$ cat config.mk
export PLATFORM = sky130hd
export DESIGN_NAME = regfile_sequencer_flat
export DESIGN_NICKNAME = d
export VERILOG_FILES = /design/src/rtl/regfile_sequencer_if.sv /design/src/rtl/regfile_sequencer.sv /design/src/flat_wrapper.sv
export SDC_FILE = /design/constraint.sdc
export NUM_CORES = 1
export LEC_CHECK = 0
export BUFFER_PORTS_ARGS = -buffer_cell sky130_fd_sc_hd__buf_2
export CORE_ASPECT_RATIO = 1.1
export CORE_MARGIN = 2
export CORE_UTILIZATION = 40
export CTS_CLUSTER_DIAMETER = 60
export DETAILED_ROUTE_END_ITERATION = 16
export PLACE_DENSITY = 0.77
export REMOVE_ABC_BUFFERS = 1
export SYNTH_ARGS = -nofsm -noshare
export SYNTH_HDL_FRONTEND = slang
export SYNTH_SLANG_ARGS = --single-unit
$ cat constraint.sdc
create_clock -name CLKb -period 1.31 [get_ports CLKb]
set_clock_uncertainty 0.05 [all_clocks]
set_input_delay 0 -clock CLKb [delete_from_list [all_inputs] [get_ports CLKb]]
set_output_delay 0 -clock CLKb [all_outputs]
set_load 0.01 [all_outputs]
$ cat src/rtl/regfile_sequencer_if.sv
// Bundle between the register-file sequencer and its surroundings: instruction
// request in, register-file / bus / ALU controls out.
interface regfile_sequencer_if #(
    parameter int AW = 2
);
    // Handshake: Exec is a level request with no ready. The sequencer samples it
    // only while Tstep == T0 and captures INSTR on that rising edge. While an
    // instruction is in flight Exec and INSTR are ignored. Holding Exec high
    // starts the next instruction in the T0 cycle that follows Done.
    logic          Exec;
    logic [9:0]    INSTR;

    logic          ENW;
    logic [AW-1:0] WRA;
    logic          ENR0;
    logic [AW-1:0] RDA0;
    logic          ENR1;
    logic [AW-1:0] RDA1;
    logic          ExtEn;
    logic          Gout;
    logic          ALU_En;
    logic [2:0]    ALU_Fn;
    logic          BSel;
    logic [9:0]    Imm;
    logic          Done;
    logic [1:0]    Tstep;

    modport master (
        output Exec, INSTR,
        input  ENW, WRA, ENR0, RDA0, ENR1, RDA1, ExtEn, Gout,
        input  ALU_En, ALU_Fn, BSel, Imm, Done, Tstep
    );

    modport slave (
        input  Exec, INSTR,
        output ENW, WRA, ENR0, RDA0, ENR1, RDA1, ExtEn, Gout,
        output ALU_En, ALU_Fn, BSel, Imm, Done, Tstep
    );
endinterface

$ cat src/rtl/regfile_sequencer.sv
// Multi-cycle control sequencer: latches one instruction per Exec request and
// walks T0..T2, decoding register-file, shared-bus and ALU controls from (Tstep, IR).
module regfile_sequencer #(
    parameter int OPW = 4,
    parameter int AW  = 2
) (
    input  logic                CLKb,
    input  logic                RSTn,
    regfile_sequencer_if.slave  bus
);

    localparam int IW = 10;

    typedef enum logic [1:0] {
        T0 = 2'd0,
        T1 = 2'd1,
        T2 = 2'd2,
        T3 = 2'd3
    } tstep_e;

    localparam logic [OPW-1:0] OP_LOAD = OPW'(0);
    localparam logic [OPW-1:0] OP_MOV  = OPW'(1);
    localparam logic [OPW-1:0] OP_ADD  = OPW'(2);
    localparam logic [OPW-1:0] OP_XOR  = OPW'(6);
    localparam logic [OPW-1:0] OP_NOT  = OPW'(7);
    localparam logic [OPW-1:0] OP_ADDI = OPW'(8);
    localparam logic [OPW-1:0] OP_SUBI = OPW'(9);

    tstep_e           r_state;
    tstep_e           w_next_state;
    logic [IW-1:0]    r_ir;

    logic [OPW-1:0]   w_op;
    logic [AW-1:0]    w_rx;
    logic [AW-1:0]    w_ry;
    logic [3:0]       w_imm4;
    logic             w_is_load;
    logic             w_is_mov;
    logic             w_is_alu2;
    logic             w_is_not;
    logic             w_is_imm;
    logic             w_is_multi;
    logic [2:0]       w_alu_fn;

    logic             w_enw;
    logic [AW-1:0]    w_wra;
    logic             w_enr0;
    logic [AW-1:0]    w_rda0;
    logic             w_enr1;
    logic [AW-1:0]    w_rda1;
    logic             w_exten;
    logic             w_gout;
    logic             w_alu_en;
    logic [2:0]       w_fn_out;
    logic             w_bsel;
    logic [IW-1:0]    w_imm;
    logic             w_done;

    assign w_op   = r_ir[IW-1 -: OPW];
    assign w_rx   = r_ir[4 +: AW];
    assign w_ry   = r_ir[2 +: AW];
    assign w_imm4 = r_ir[3:0];

    assign w_is_load  = (w_op == OP_LOAD);
    assign w_is_mov   = (w_op == OP_MOV);
    assign w_is_alu2  = (w_op >= OP_ADD) && (w_op <= OP_XOR);
    assign w_is_not   = (w_op == OP_NOT);
    assign w_is_imm   = (w_op == OP_ADDI) || (w_op == OP_SUBI);
    assign w_is_multi = w_is_alu2 || w_is_not || w_is_imm;

    // Register ops and NOT encode the function in opcode[2:0]; ADDI/SUBI map onto ADD/SUB.
    assign w_alu_fn = w_is_imm ? {2'b01, w_op[0]} : w_op[2:0];

    always_ff @(posedge CLKb or negedge RSTn) begin
        if (!RSTn) begin
            r_state <= T0;
            r_ir    <= '0;
        end else begin
            r_state <= w_next_state;
            if (r_state == T0 && bus.Exec) begin
                r_ir <= bus.INSTR;
            end
        end
    end

    always_comb begin
        w_next_state = T0;
        case (r_state)
            T0:      w_next_state = bus.Exec ? T1 : T0;
            T1:      w_next_state = w_is_multi ? T2 : T0;
            T2:      w_next_state = T0;
            default: w_next_state = T0;
        endcase
    end

    always_comb begin
        w_enw    = 1'b0;
        w_wra    = '0;
        w_enr0   = 1'b0;
        w_rda0   = '0;
        w_enr1   = 1'b0;
        w_rda1   = '0;
        w_exten  = 1'b0;
        w_gout   = 1'b0;
        w_alu_en = 1'b0;
        w_fn_out = 3'b000;
        w_bsel   = 1'b0;
        w_imm    = {{(IW-4){1'b0}}, w_imm4};
        w_done   = 1'b0;
        case (r_state)
            T1: begin
                if (w_is_load) begin
                    w_exten = 1'b1;
                    w_enw   = 1'b1;
                    w_wra   = w_rx;
                    w_done  = 1'b1;
                end else if (w_is_mov) begin
                    w_enr0 = 1'b1;
                    w_rda0 = w_ry;
                    w_enw  = 1'b1;
                    w_wra  = w_rx;
                    w_done = 1'b1;
                end else if (w_is_multi) begin
                    w_enr0   = 1'b1;
                    w_rda0   = w_rx;
                    w_alu_en = 1'b1;
                    w_fn_out = w_alu_fn;
                    if (w_is_alu2) begin
                        w_enr1 = 1'b1;
                        w_rda1 = w_ry;
                    end
                    w_bsel = w_is_imm;
                end else begin
                    // Undefined opcodes retire as a NOP.
                    w_done = 1'b1;
                end
            end
            T2: begin
                w_gout   = 1'b1;
                w_enw    = 1'b1;
                w_wra    = w_rx;
                w_fn_out = w_alu_fn;
                w_done   = 1'b1;
            end
            T3: begin
                w_imm = '0;
            end
            default: begin
            end
        endcase
    end

    assign bus.ENW    = w_enw;
    assign bus.WRA    = w_wra;
    assign bus.ENR0   = w_enr0;
    assign bus.RDA0   = w_rda0;
    assign bus.ENR1   = w_enr1;
    assign bus.RDA1   = w_rda1;
    assign bus.ExtEn  = w_exten;
    assign bus.Gout   = w_gout;
    assign bus.ALU_En = w_alu_en;
    assign bus.ALU_Fn = w_fn_out;
    assign bus.BSel   = w_bsel;
    assign bus.Imm    = w_imm;
    assign bus.Done   = w_done;
    assign bus.Tstep  = r_state;

endmodule

$ cat src/flat_wrapper.sv
// flat-port wrapper written by rule: the top's interface ports become plain ports
module regfile_sequencer_flat 
#(
    parameter int OPW = 4,
    parameter int AW  = 2
)
  (CLKb, RSTn, bus_Exec, bus_INSTR, bus_ENW, bus_WRA, bus_ENR0, bus_RDA0, bus_ENR1, bus_RDA1, bus_ExtEn, bus_Gout, bus_ALU_En, bus_ALU_Fn, bus_BSel, bus_Imm, bus_Done, bus_Tstep);
  regfile_sequencer_if #(.AW(AW)) bus_i ();
  input  logic CLKb;
  input  logic RSTn;
  input wire logic [$bits(bus_i.Exec)-1:0] bus_Exec;
  input wire logic [$bits(bus_i.INSTR)-1:0] bus_INSTR;
  output wire logic [$bits(bus_i.ENW)-1:0] bus_ENW;
  output wire logic [$bits(bus_i.WRA)-1:0] bus_WRA;
  output wire logic [$bits(bus_i.ENR0)-1:0] bus_ENR0;
  output wire logic [$bits(bus_i.RDA0)-1:0] bus_RDA0;
  output wire logic [$bits(bus_i.ENR1)-1:0] bus_ENR1;
  output wire logic [$bits(bus_i.RDA1)-1:0] bus_RDA1;
  output wire logic [$bits(bus_i.ExtEn)-1:0] bus_ExtEn;
  output wire logic [$bits(bus_i.Gout)-1:0] bus_Gout;
  output wire logic [$bits(bus_i.ALU_En)-1:0] bus_ALU_En;
  output wire logic [$bits(bus_i.ALU_Fn)-1:0] bus_ALU_Fn;
  output wire logic [$bits(bus_i.BSel)-1:0] bus_BSel;
  output wire logic [$bits(bus_i.Imm)-1:0] bus_Imm;
  output wire logic [$bits(bus_i.Done)-1:0] bus_Done;
  output wire logic [$bits(bus_i.Tstep)-1:0] bus_Tstep;
  assign bus_i.Exec = bus_Exec;
  assign bus_i.INSTR = bus_INSTR;
  assign bus_ENW = bus_i.ENW;
  assign bus_WRA = bus_i.WRA;
  assign bus_ENR0 = bus_i.ENR0;
  assign bus_RDA0 = bus_i.RDA0;
  assign bus_ENR1 = bus_i.ENR1;
  assign bus_RDA1 = bus_i.RDA1;
  assign bus_ExtEn = bus_i.ExtEn;
  assign bus_Gout = bus_i.Gout;
  assign bus_ALU_En = bus_i.ALU_En;
  assign bus_ALU_Fn = bus_i.ALU_Fn;
  assign bus_BSel = bus_i.BSel;
  assign bus_Imm = bus_i.Imm;
  assign bus_Done = bus_i.Done;
  assign bus_Tstep = bus_i.Tstep;
  regfile_sequencer #(.OPW(OPW), .AW(AW)) u_core (.CLKb(CLKb), .RSTn(RSTn), .bus(bus_i));
endmodule
==> flow_summary_export.csv, run 1 <==
group,metric,value,unit
final_layout,fin_nets,187,
synthesis,synth_area_leaders,"dfrtp_1 37%, mux2_2 11%, ha_1 6.1%",
power,p_sw,0.00180,W
synthesis,async_reset_ff_share,100,%
detailed_routing,wl,4020,um
synthesis,synth.most_common_cell,"dfrtp_1",
timing,fmax,0.578,GHz
timing,rsz0062_at_grt,"true",
die,fp.dieArea,2430,um2
power,p_per_area,2370,nW/um2
die,start_util,41.5,%
final_layout,multiInputGateArea,676,um2
grt,grt_antenna_before_repair,0,
detailed_routing,antenna_left,0,
detailed_routing,dr_total_vias,1060,
worst_setup_path,endpoint_kind,"primary output",
grt,grt_pass1_vias,1062,
worst_setup_path,cp.arrival,1.68,ns
final_layout,drive_above_1_share,69.6,%
timing,setup_slack,-0.419,ns
synthesis,ys_types,28,
power,power_frac_comb,76.3,%
synthesis,yosysWarnings,0,
grt,grt_pass1_wl,5030,um
clock_tree,cts_buffers,3,
synthesis,synth_seq_area_share,36.6,%
worst_setup_path,critical_path_class,"flip-flop to primary output",
detailed_routing,drc,0,
clock_tree,cts_tree,"yes",
die,ios,42,
final_layout,n_fill_cell,85,
worst_setup_path,start_kind,"flip-flop",
synthesis,synth_seq_cells,12,
power,pwr-share-seq,18.2,%
min_path,min-delay-path-class,"input port to asynchronous set/reset pin",
detailed_routing,drt-initial-drc-count,12,
synthesis,synth_top_area_share,36.6,%
timing,finalSetupViolCount,31,
detailed_routing,wl_per_cell,20.5,um
placed_design,placed_area,1150,um2
clock_tree,insertion_delay,0.27,ns
placed_design,hpwl,1630,um
timing,slew_violations,0,
final_layout,syn2layout_area_growth,113,%
timing,period_minus_slack,1.73,ns
worst_setup_path,cp_max_fo,7,
die,chipHeight,51.5,um
synthesis,netlist_instances,88,
synthesis,netlist_area,821,um2
synthesis,avgSynthCellArea,9.33,um2
die,num_rows,17,
placed_design,pre_cts_slack,-0.139,ns
flow_run,maxCapViolCount,0,
timing,whs,0.127,ns
final_layout,utilization,88.6,%
clock_tree,cts_buffer_depth,2,
final_layout,final_area,1750,um2
power,p_leak,0.879,nW
clock_tree,clock-sinks,12,
clock_tree,clk_pin_slew,0.08,ns
grt,grtUsageTotal,30.3,%
die,die_w,47.2,um
power,max-vdd-ir-drop,1.75,mV
clock_tree,htreeDepth,1,
power,p_sw_share,43.4,%
timing,final_hold_viol_count,0,
placed_design,port-buffer-count,35,
placed_design,place_congestion,0.823,
synthesis,synth_top_area_cell,"dfrtp_1",
synthesis,synth-edff-count,0,
power,internal_power,0.00235,W
synthesis,synth_common_cells,"12 x dfrtp_1, 8 x mux2_2, 7 x inv_1",
final_layout,antenna_cells,0,
detailed_routing,firstDrtPassIters,4,
worst_setup_path,crit_required,1.26,ns
clock_tree,cts-root-buf,"clkbuf_4",
power,clkPwrFrac,5.5,%
synthesis,synth_flop_cell,"dfrtp_1",
die,core_area,1980,um2
timing,timing.final.crit_share,132,%
grt,grt_start_max_net_pins,13,
final_layout,seq_area,303,um2
outcome,status,"finished, violations left",
outcome,violations,"negative setup slack",
grt,grt-ovfl-total,0,
detailed_routing,viasPerCell,5.41,
==> sequential cells by signal, summed over array words and instances (netlist names) <==
signal            flops
u_core.r_ir          10
u_core.bus.Tstep      2
==> cell usage in the layout (no fill, tap or decap), types with 3 or more instances in the layout <==
master,count
and3_4,5
dlygate4sd3_1,12
mux2_4,8
dfrtp_1,10
clkbuf_4,3
ha_4,4
conb_1,6
buf_4,17
inv_2,4
buf_2,28
inv_1,3
buf_6,23
nor2_2,3
==> power by group through the flow <==
stage / Clock [W] / Combinational, W / Sequential, W
after global placement: 0 / 0.00162 / 0.000689
final: 0.000229 / 0.00317 / 0.000755
after floorplan: 0 / 0.000777 / 0.000730
after detailed placement: 0 / 0.00167 / 0.000695
after global routing: 0.000246 / 0.00329 / 0.000764
after CTS: 0.000223 / 0.00249 / 0.000691
==> layer usage <==
layer  vias up  track usage [%]  part of all wire (%)
li1        454                -                     -
met1       505             34.3                    37
met2        81             50.0                    51
met3        20             9.72                   8.3
met4         0             14.4                   4.5
met5         -                0                     0
==> cell type report <==
cell class | count | area share, %
multi-input cells | 64 | 38.6
flip-flops and latches | 12 | 17.3
clock buffers | 3 | 1.29
inverters | 7 | 1.50
repair buffers | 82 | 39.4
well taps | 28 | 2.00
==> critical path, cell delays in order, from the launching register on <==
cell and delay, ns:
dfrtp_2 0.46, nor2_2 0.21, buf_6 0.16, and4b_1 0.25, o31a_1 0.18, buf_2 0.15
==> cell families after synthesis <==
| kind of cell | Yosys count | synth area share, % |
|---|---|---|
| AND/OR/NAND/NOR | 34 | 25.2 |
| buffers and inverters | 17 | 11.7 |
| flip-flops | 12 | 36.6 |
| other | 1 | 0.457 |
| adder cells (fa/ha/maj) | 4 | 6.10 |
| AO/OA/AOI/OAI | 12 | 9.00 |
| multiplexers | 8 | 11.0 |
==> path summary, 6_finish.rpt <==
path	from	endpoint	slack [ns]	depth (start not counted)
min	RSTn	u_core.r_ir[8]$_DFFE_PN0P_	0.13	2
max	u_core.r_ir[7]$_DFFE_PN0P_	bus_RDA0[0]	-0.42	5
max reg2reg	u_core.bus.Tstep[1]$_DFF_PN0_	u_core.r_ir[4]$_DFFE_PN0P_	-0.11	7
min reg2reg	u_core.r_ir[1]$_DFFE_PN0P_	u_core.r_ir[1]$_DFFE_PN0P_	0.47	1
max in group asynchronous	RSTn	u_core.r_ir[7]$_DFFE_PN0P_	0.84	2
min in group CLKb	bus_INSTR[0]	u_core.r_ir[0]$_DFFE_PN0P_	0.44	3
==> stage by stage <==
step	TNS, ns	total power (W)	instances
floorplan	-1.76	0.00151	83
global placement	-0.671	0.00231	167
detailed placement	-1.15	0.00236	167
CTS	-4.58	0.00340	193
global route	-7.89	0.00430	196
finish	-6.71	0.00415	196
==> repair_timing <==
| item | 4_1_cts | 5_1_grt |
|---|---|---|
| cloned | 1 | 0 |
| setup endpoints to repair | 29 | 30 |
| hold buffers | 12 | 0 |
| endpoints found under the hold margin | 22 | 0 |
| buffers inserted | 10 | 5 |
| pin swaps | 11 | 17 |
| gates resized for setup | 47 | 38 |
Note: power is estimated with default switching activity, not from simulation.
==> run 2: changes to the inputs <==
--- a/config.mk
+++ b/config.mk
@@ -8,10 +8,10 @@
 export BUFFER_PORTS_ARGS = -buffer_cell sky130_fd_sc_hd__buf_2
 export CORE_ASPECT_RATIO = 1.1
 export CORE_MARGIN = 2
-export CORE_UTILIZATION = 40
+export CORE_UTILIZATION = 44
 export CTS_CLUSTER_DIAMETER = 60
 export DETAILED_ROUTE_END_ITERATION = 16
-export PLACE_DENSITY = 0.77
+export PLACE_DENSITY = 0.8
 export REMOVE_ABC_BUFFERS = 1
 export SYNTH_ARGS = -nofsm -noshare
 export SYNTH_HDL_FRONTEND = slang
==> constraint.sdc (replaced) <==
create_clock -name CLKb -period 1.7 [get_ports CLKb]
set_clock_uncertainty 0.05 [all_clocks]
set_input_delay 0 -clock CLKb [delete_from_list [all_inputs] [get_ports CLKb]]
set_output_delay 0 -clock CLKb [all_outputs]
set_load 0.01 [all_outputs]
==> flow_summary_export.csv, run 2 (synthesis results as in run 1) <==
group,metric,value,unit
worst_setup_path,crit_required,1.65,ns
power,p_per_area,1610,nW/um2
worst_setup_path,start_kind,"flip-flop",
detailed_routing,drc,0,
grt,grt_antenna_before_repair,0,
final_layout,largest_reg_flops,10,
detailed_routing,highest_layer,"met4",
worst_setup_path,cp_max_fo,8,
die,core_area,1760,um2
timing,period_minus_slack,1.66,ns
grt,grt_pass1_vias,818,
final_layout,antenna_cells,0,
power,max-vdd-ir-drop,0.959,mV
placed_design,place_congestion,0.771,
detailed_routing,wl_per_cell,14.1,um
worst_setup_path,cp.arrival,1.61,ns
timing,final_hold_viol_count,0,
worst_setup_path,r2r_setup_slack,0.10,ns
grt,grt-ovfl-total,0,
detailed_routing,drt-initial-drc-count,14,
final_layout,layout_common_cells,"35 x buf_2, 13 x dlygate4sd3_1, 9 x buf_4",
grt,grt_pass1_wl,3600,um
detailed_routing,dr_total_vias,842,
die,die_w,45.2,um
worst_setup_path,reg2regPathDepth,5,
final_layout,final_area,1240,um2
clock_tree,cts-root-buf,"clkbuf_4",
detailed_routing,antenna_left,0,
worst_setup_path,reg2reg_to,"u_core.r_ir[5]$_DFFE_PN0P_",
worst_setup_path,critical_path_class,"flip-flop to primary output",
final_layout,syn2layout_area_growth,50.9,%
clock_tree,cts_tree,"yes",
final_layout,top_register,"u_core.r_ir",
die,fp.dieArea,2230,um2
detailed_routing,route.met2.wl,1160,um
placed_design,hpwl,1450,um
detailed_routing,viasPerCell,5.20,
min_path,min-delay-path-class,"input port to asynchronous set/reset pin",
detailed_routing,wl,2280,um
outcome,status,"complete, no violations",
die,num_rows,16,
die,chipHeight,49.3,um
detailed_routing,wl_met1,923,um
clock_tree,cts_buffers,3,
timing,rsz0062_at_grt,"false",
placed_design,placed_area,990,um2
power,power,0.00200,W
die,start_util,46.6,%
clock_tree,cts_buffer_depth,2,
grt,grt_start_max_net_pins,13,
grt,grtUsageTotal,22.1,%
timing,fmax,0.602,GHz
clock_tree,clk_pin_slew,0.08,ns
power,p_leak,0.659,nW
detailed_routing,wl_met3,112,um
detailed_routing,firstDrtPassIters,5,
clock_tree,clock-sinks,12,
die,ios,42,
final_layout,fin_nets,162,
clock_tree,insertion_delay,0.27,ns
final_layout,drive_above_1_share,49.3,%
final_layout,layout_commonest_cell,"buf_2",
timing,whs,0.0816,ns
worst_setup_path,endpoint_kind,"primary output",
timing,timing.final.crit_share,97.7,%
timing,finalSetupViolCount,0,
clock_tree,htreeDepth,1,
flow_run,maxCapViolCount,0,
worst_setup_path,r2r-start,"u_core.bus.Tstep[0]$_DFF_PN0_",
timing,slew_violations,0,
placed_design,port-buffer-count,35,
run 2: changes by cell type in the layout (fill, tap and decap cells not counted), sizes merged:
| cell | before | now |
|---|---|---|
| clkbuf | 3 | 4 |
| buf | 70 | 44 |
| dlygate4sd3 | 12 | 13 |
run 2: worst max-delay path by stage:
stage | start | endpoint | slack (ns) | cells after the start
global placement | u_core.bus.Tstep[0]$_DFF_PN0_ | u_core.r_ir[9]$_DFFE_PN0P_ | 0.18 | 4
floorplan | u_core.bus.Tstep[1]$_DFF_PN0_ | bus_RDA1[0] | 0.16 | 5
finish | u_core.r_ir[9]$_DFFE_PN0P_ | bus_RDA0[0] | 0.04 | 5
CTS | u_core.bus.Tstep[1]$_DFF_PN0_ | bus_WRA[0] | -0.009 | 6
global route | u_core.bus.Tstep[0]$_DFF_PN0_ | bus_Done | 0.002 | 5
detailed placement | u_core.bus.Tstep[0]$_DFF_PN0_ | u_core.r_ir[3]$_DFFE_PN0P_ | 0.16 | 4
run 2: cell type report:
type | instances | area, um2
clock buffers | 4 | 36.3
well taps | 18 | 22.5
repair buffers | 57 | 373
multi-input cells | 64 | 475
inverters | 7 | 26.3
flip-flops and latches | 12 | 305
fillers | 131 | 523
run 2: critical path, stage by stage (launching register included):
cell and delay [ns]:
dfrtp_2 0.44, buf_4 0.14, buf_4 0.15, and3_1 0.16, o31a_1 0.30, buf_2 0.14
run 2: through the flow:
step	std cells	utilization (%)	setup TNS [ns]	worst slack [ns]
finish	162	70.3	0	0.0396
global route	162	70.3	0	0.00159
CTS	158	67.0	-0.0177	-0.00903
detailed placement	139	56.2	0	0.157
global placement	139	56.2	0	0.181
floorplan	83	-	0	0.159
run 2: what timing repair did:
item | 4_1_cts | 5_1_grt
hold endpoints to repair | 22 | 0
setup endpoints to repair | 6 | 11
resized for setup | 4 | 10
hold buffers | 13 | 0
pin swaps | 0 | 3
cloned | 0 | 0
buffers inserted | 2 | 4
run 2: layer usage:
layer	GRT usage (%)	up-vias
met4	13.2	0
met2	36.4	33
met3	2.59	9
li1	-	401
met5	0	-
met1	26.3	399
run 2: report_power, final:
part	internal [W]	switching, W	leakage (nW)	total [W]
Clock	0.000130	0.0000978	0.0210	0.000228
Sequential	0.000432	0.000174	0.140	0.000606
Combinational	0.000596	0.000570	0.498	0.00117
Total	0.00116	0.000841	0.659	0.00200
==> run 3: changes to the inputs <==
--- a/config.mk
+++ b/config.mk
@@ -5,13 +5,15 @@
 export SDC_FILE = /design/constraint.sdc
 export NUM_CORES = 1
 export LEC_CHECK = 0
+export ABC_AREA = 1
 export BUFFER_PORTS_ARGS = -buffer_cell sky130_fd_sc_hd__buf_2
 export CORE_ASPECT_RATIO = 1.1
 export CORE_MARGIN = 2
-export CORE_UTILIZATION = 44
+export CORE_UTILIZATION = 43
 export CTS_CLUSTER_DIAMETER = 60
+export CTS_CLUSTER_SIZE = 8
 export DETAILED_ROUTE_END_ITERATION = 16
-export PLACE_DENSITY = 0.8
+export PLACE_DENSITY = 0.79
 export REMOVE_ABC_BUFFERS = 1
 export SYNTH_ARGS = -nofsm -noshare
 export SYNTH_HDL_FRONTEND = slang
==> flow_summary_export.csv, run 3 <==
group,metric,value,unit
outcome,status,"complete, no violations",
final_layout,syn2layout_area_growth,45.8,%
worst_setup_path,critPathMaxStageDelay,0.43,ns
synthesis,synth.most_common_cell,"nand2_1",
worst_setup_path,cp.arrival,1.59,ns
final_layout,top_register,"u_core.r_ir",
flow_run,maxCapViolCount,0,
clock_tree,insertion_delay,0.26,ns
synthesis,ys_types,17,
grt,grt_pass1_wl,3420,um
synthesis,synth_seq_area_share,38.5,%
timing,fmax,0.609,GHz
synthesis,synth_top_area_share,38.5,%
clock_tree,cts-root-buf,"clkbuf_4",
grt,grt-ovfl-total,0,
grt,grt_start_max_net_pins,21,
clock_tree,cts_tree,"yes",
timing,period_minus_slack,1.64,ns
final_layout,drive_above_1_share,34.2,%
clock_tree,clock-sinks,12,
placed_design,place_congestion,0.790,
synthesis,async_reset_ff_share,100,%
die,die_w,44.6,um
die,start_util,44.8,%
placed_design,pre_cts_slack,0.255,ns
synthesis,synth_top_area_cell,"dfrtp_1",
final_layout,largest_reg_flops,10,
die,fp.dieArea,2170,um2
grt,grtUsageTotal,20.9,%
power,p_leak,0.667,nW
die,num_rows,16,
final_layout,layout_common_cells,"35 x buf_2, 24 x nand2_1, 17 x inv_1",
final_layout,layout_commonest_cell,"buf_2",
worst_setup_path,critical_path_class,"flip-flop to primary output",
detailed_routing,wl,2130,um
worst_setup_path,endpoint_kind,"primary output",
detailed_routing,firstDrtPassIters,4,
final_layout,antenna_cells,0,
worst_setup_path,cp_slowest_cell,"dfrtp_2",
grt,grt_pass1_vias,815,
clock_tree,htreeDepth,1,
synthesis,netlist_instances,110,
detailed_routing,dr_total_vias,852,
detailed_routing,drt-initial-drc-count,10,
power,max-vdd-ir-drop,0.884,mV
timing,setup_tns,0,ns
synthesis,avgSynthCellArea,7.10,um2
timing,setup_slack,0.0591,ns
worst_setup_path,cp_cell_sequence,"inv_1 > ha_2 > inv_1 > o32ai_2 > buf_2",
synthesis,synth_area_leaders,"dfrtp_1 38%, nand2_1 12%, inv_1 8.2%",
synthesis,synth_common_cells,"24 x nand2_1, 17 x inv_1, 14 x nor2_1",
synthesis,synth-edff-count,0,
die,chipHeight,48.7,um
worst_setup_path,start_kind,"flip-flop",
detailed_routing,viasPerCell,4.76,
timing,final_hold_viol_count,0,
clock_tree,cts_buffers,3,
timing,timing.final.crit_share,96.5,%
synthesis,netlist_area,781,um2
min_path,min-delay-path-class,"input port to asynchronous set/reset pin",
final_layout,fin_nets,180,
timing,finalSetupViolCount,0,
placed_design,port-buffer-count,35,
synthesis,synth_flop_cell,"dfrtp_1",
power,p_per_area,1560,nW/um2
worst_setup_path,cpMostUsedCell,"inv_1",
worst_setup_path,crit_required,1.65,ns
detailed_routing,antenna_left,0,
placed_design,hpwl,1440,um
synthesis,yosysWarnings,0,
synthesis,synth_seq_cells,12,
detailed_routing,wl_per_cell,11.9,um
final_layout,final_area,1140,um2
detailed_routing,drc,0,
placed_design,placed_area,942,um2
die,core_area,1740,um2
power,power,0.00177,W
worst_setup_path,cp_max_fo,4,
clock_tree,clk_pin_slew,0.07,ns
die,ios,42,
grt,grt_antenna_before_repair,0,
timing,slew_violations,0,
clock_tree,cts_buffer_depth,2,
run 3: worst paths after layout:
check / startpoint / endpoint / cells past startpoint / slack [ns]
worst min register to register: u_core.r_ir[1]$_DFFE_PN0P_ / u_core.r_ir[1]$_DFFE_PN0P_ / 2 / 0.50
max in group asynchronous: RSTn / u_core.bus.Tstep[0]$_DFF_PN0_ / 2 / 1.27
worst max register to register: u_core.bus.Tstep[0]$_DFF_PN0_ / u_core.r_ir[8]$_DFFE_PN0P_ / 5 / 0.21
worst min-delay path: RSTn / u_core.r_ir[8]$_DFFE_PN0P_ / 2 / 0.1
min in group CLKb: bus_INSTR[6] / u_core.r_ir[6]$_DFFE_PN0P_ / 4 / 0.42
worst max-delay path: u_core.bus.Tstep[0]$_DFF_PN0_ / bus_ALU_Fn[2] / 5 / 0.06
run 3: critical path, delay by kind of cell (launching register included):
kind	cells	cell delay, ns
AO/OA/AOI/OAI	1	0.30
adder cells (fa/ha/maj)	1	0.23
buffers and inverters	3	0.37
flip-flops	1	0.43
run 3: cell type report:
class                           count  area [um2]
Clock buffer                        3        22.5
Tap cell                           18        22.5
Multi-Input combinational cell     75         392
Timing Repair Buffer               51         325
Sequential cell                    12         302
Inverter                           20        75.1
Fill cell                         141         603
run 3: power breakdown:
group	total [W]	switching [W]	internal (W)
registers	0.000521	0.000103	0.000417
logic	0.00109	0.000677	0.000410
clock network	0.000165	0.0000835	0.0000817
total	0.00177	0.000864	0.000909
run 3: cell families (layout without fill, tap and decap cells):
family,after synthesis,count (layout),synth area share (%)
other,1,6,0.480
DFF,12,12,38.5
adders and majority gates,4,4,6.41
and+or+nand+nor,47,47,26.0
AOI/OAI and AO/OA,18,18,12.0
buffers and inverters,28,74,16.7
run 3: per-stage QoR:
step	std cells	hold slack, ns	utilization, %
finish	179	0.0978	65.4
global route	179	0.105	65.4
CTS	175	0.0921	62.3
detailed placement	160	-0.155	54.1
global placement	160	-0.162	54.1
floorplan	107	-0.346	-
run 3: what timing repair did:
item	CTS	global route
resized for setup	0	5
hold endpoints to repair	22	0
buffers inserted	0	4
endpoints found under the setup margin	0	5
hold buffers	12	0
run 3: layer usage:
metal / wire (um) / GRT usage (%) / up-vias
met5: 0 / 0 / -
met4: 73 / 13.1 / 0
met2: 1030 / 34.5 / 29
li1: - / - / 429
met1: 891 / 24.5 / 386
met3: 130 / 2.61 / 8
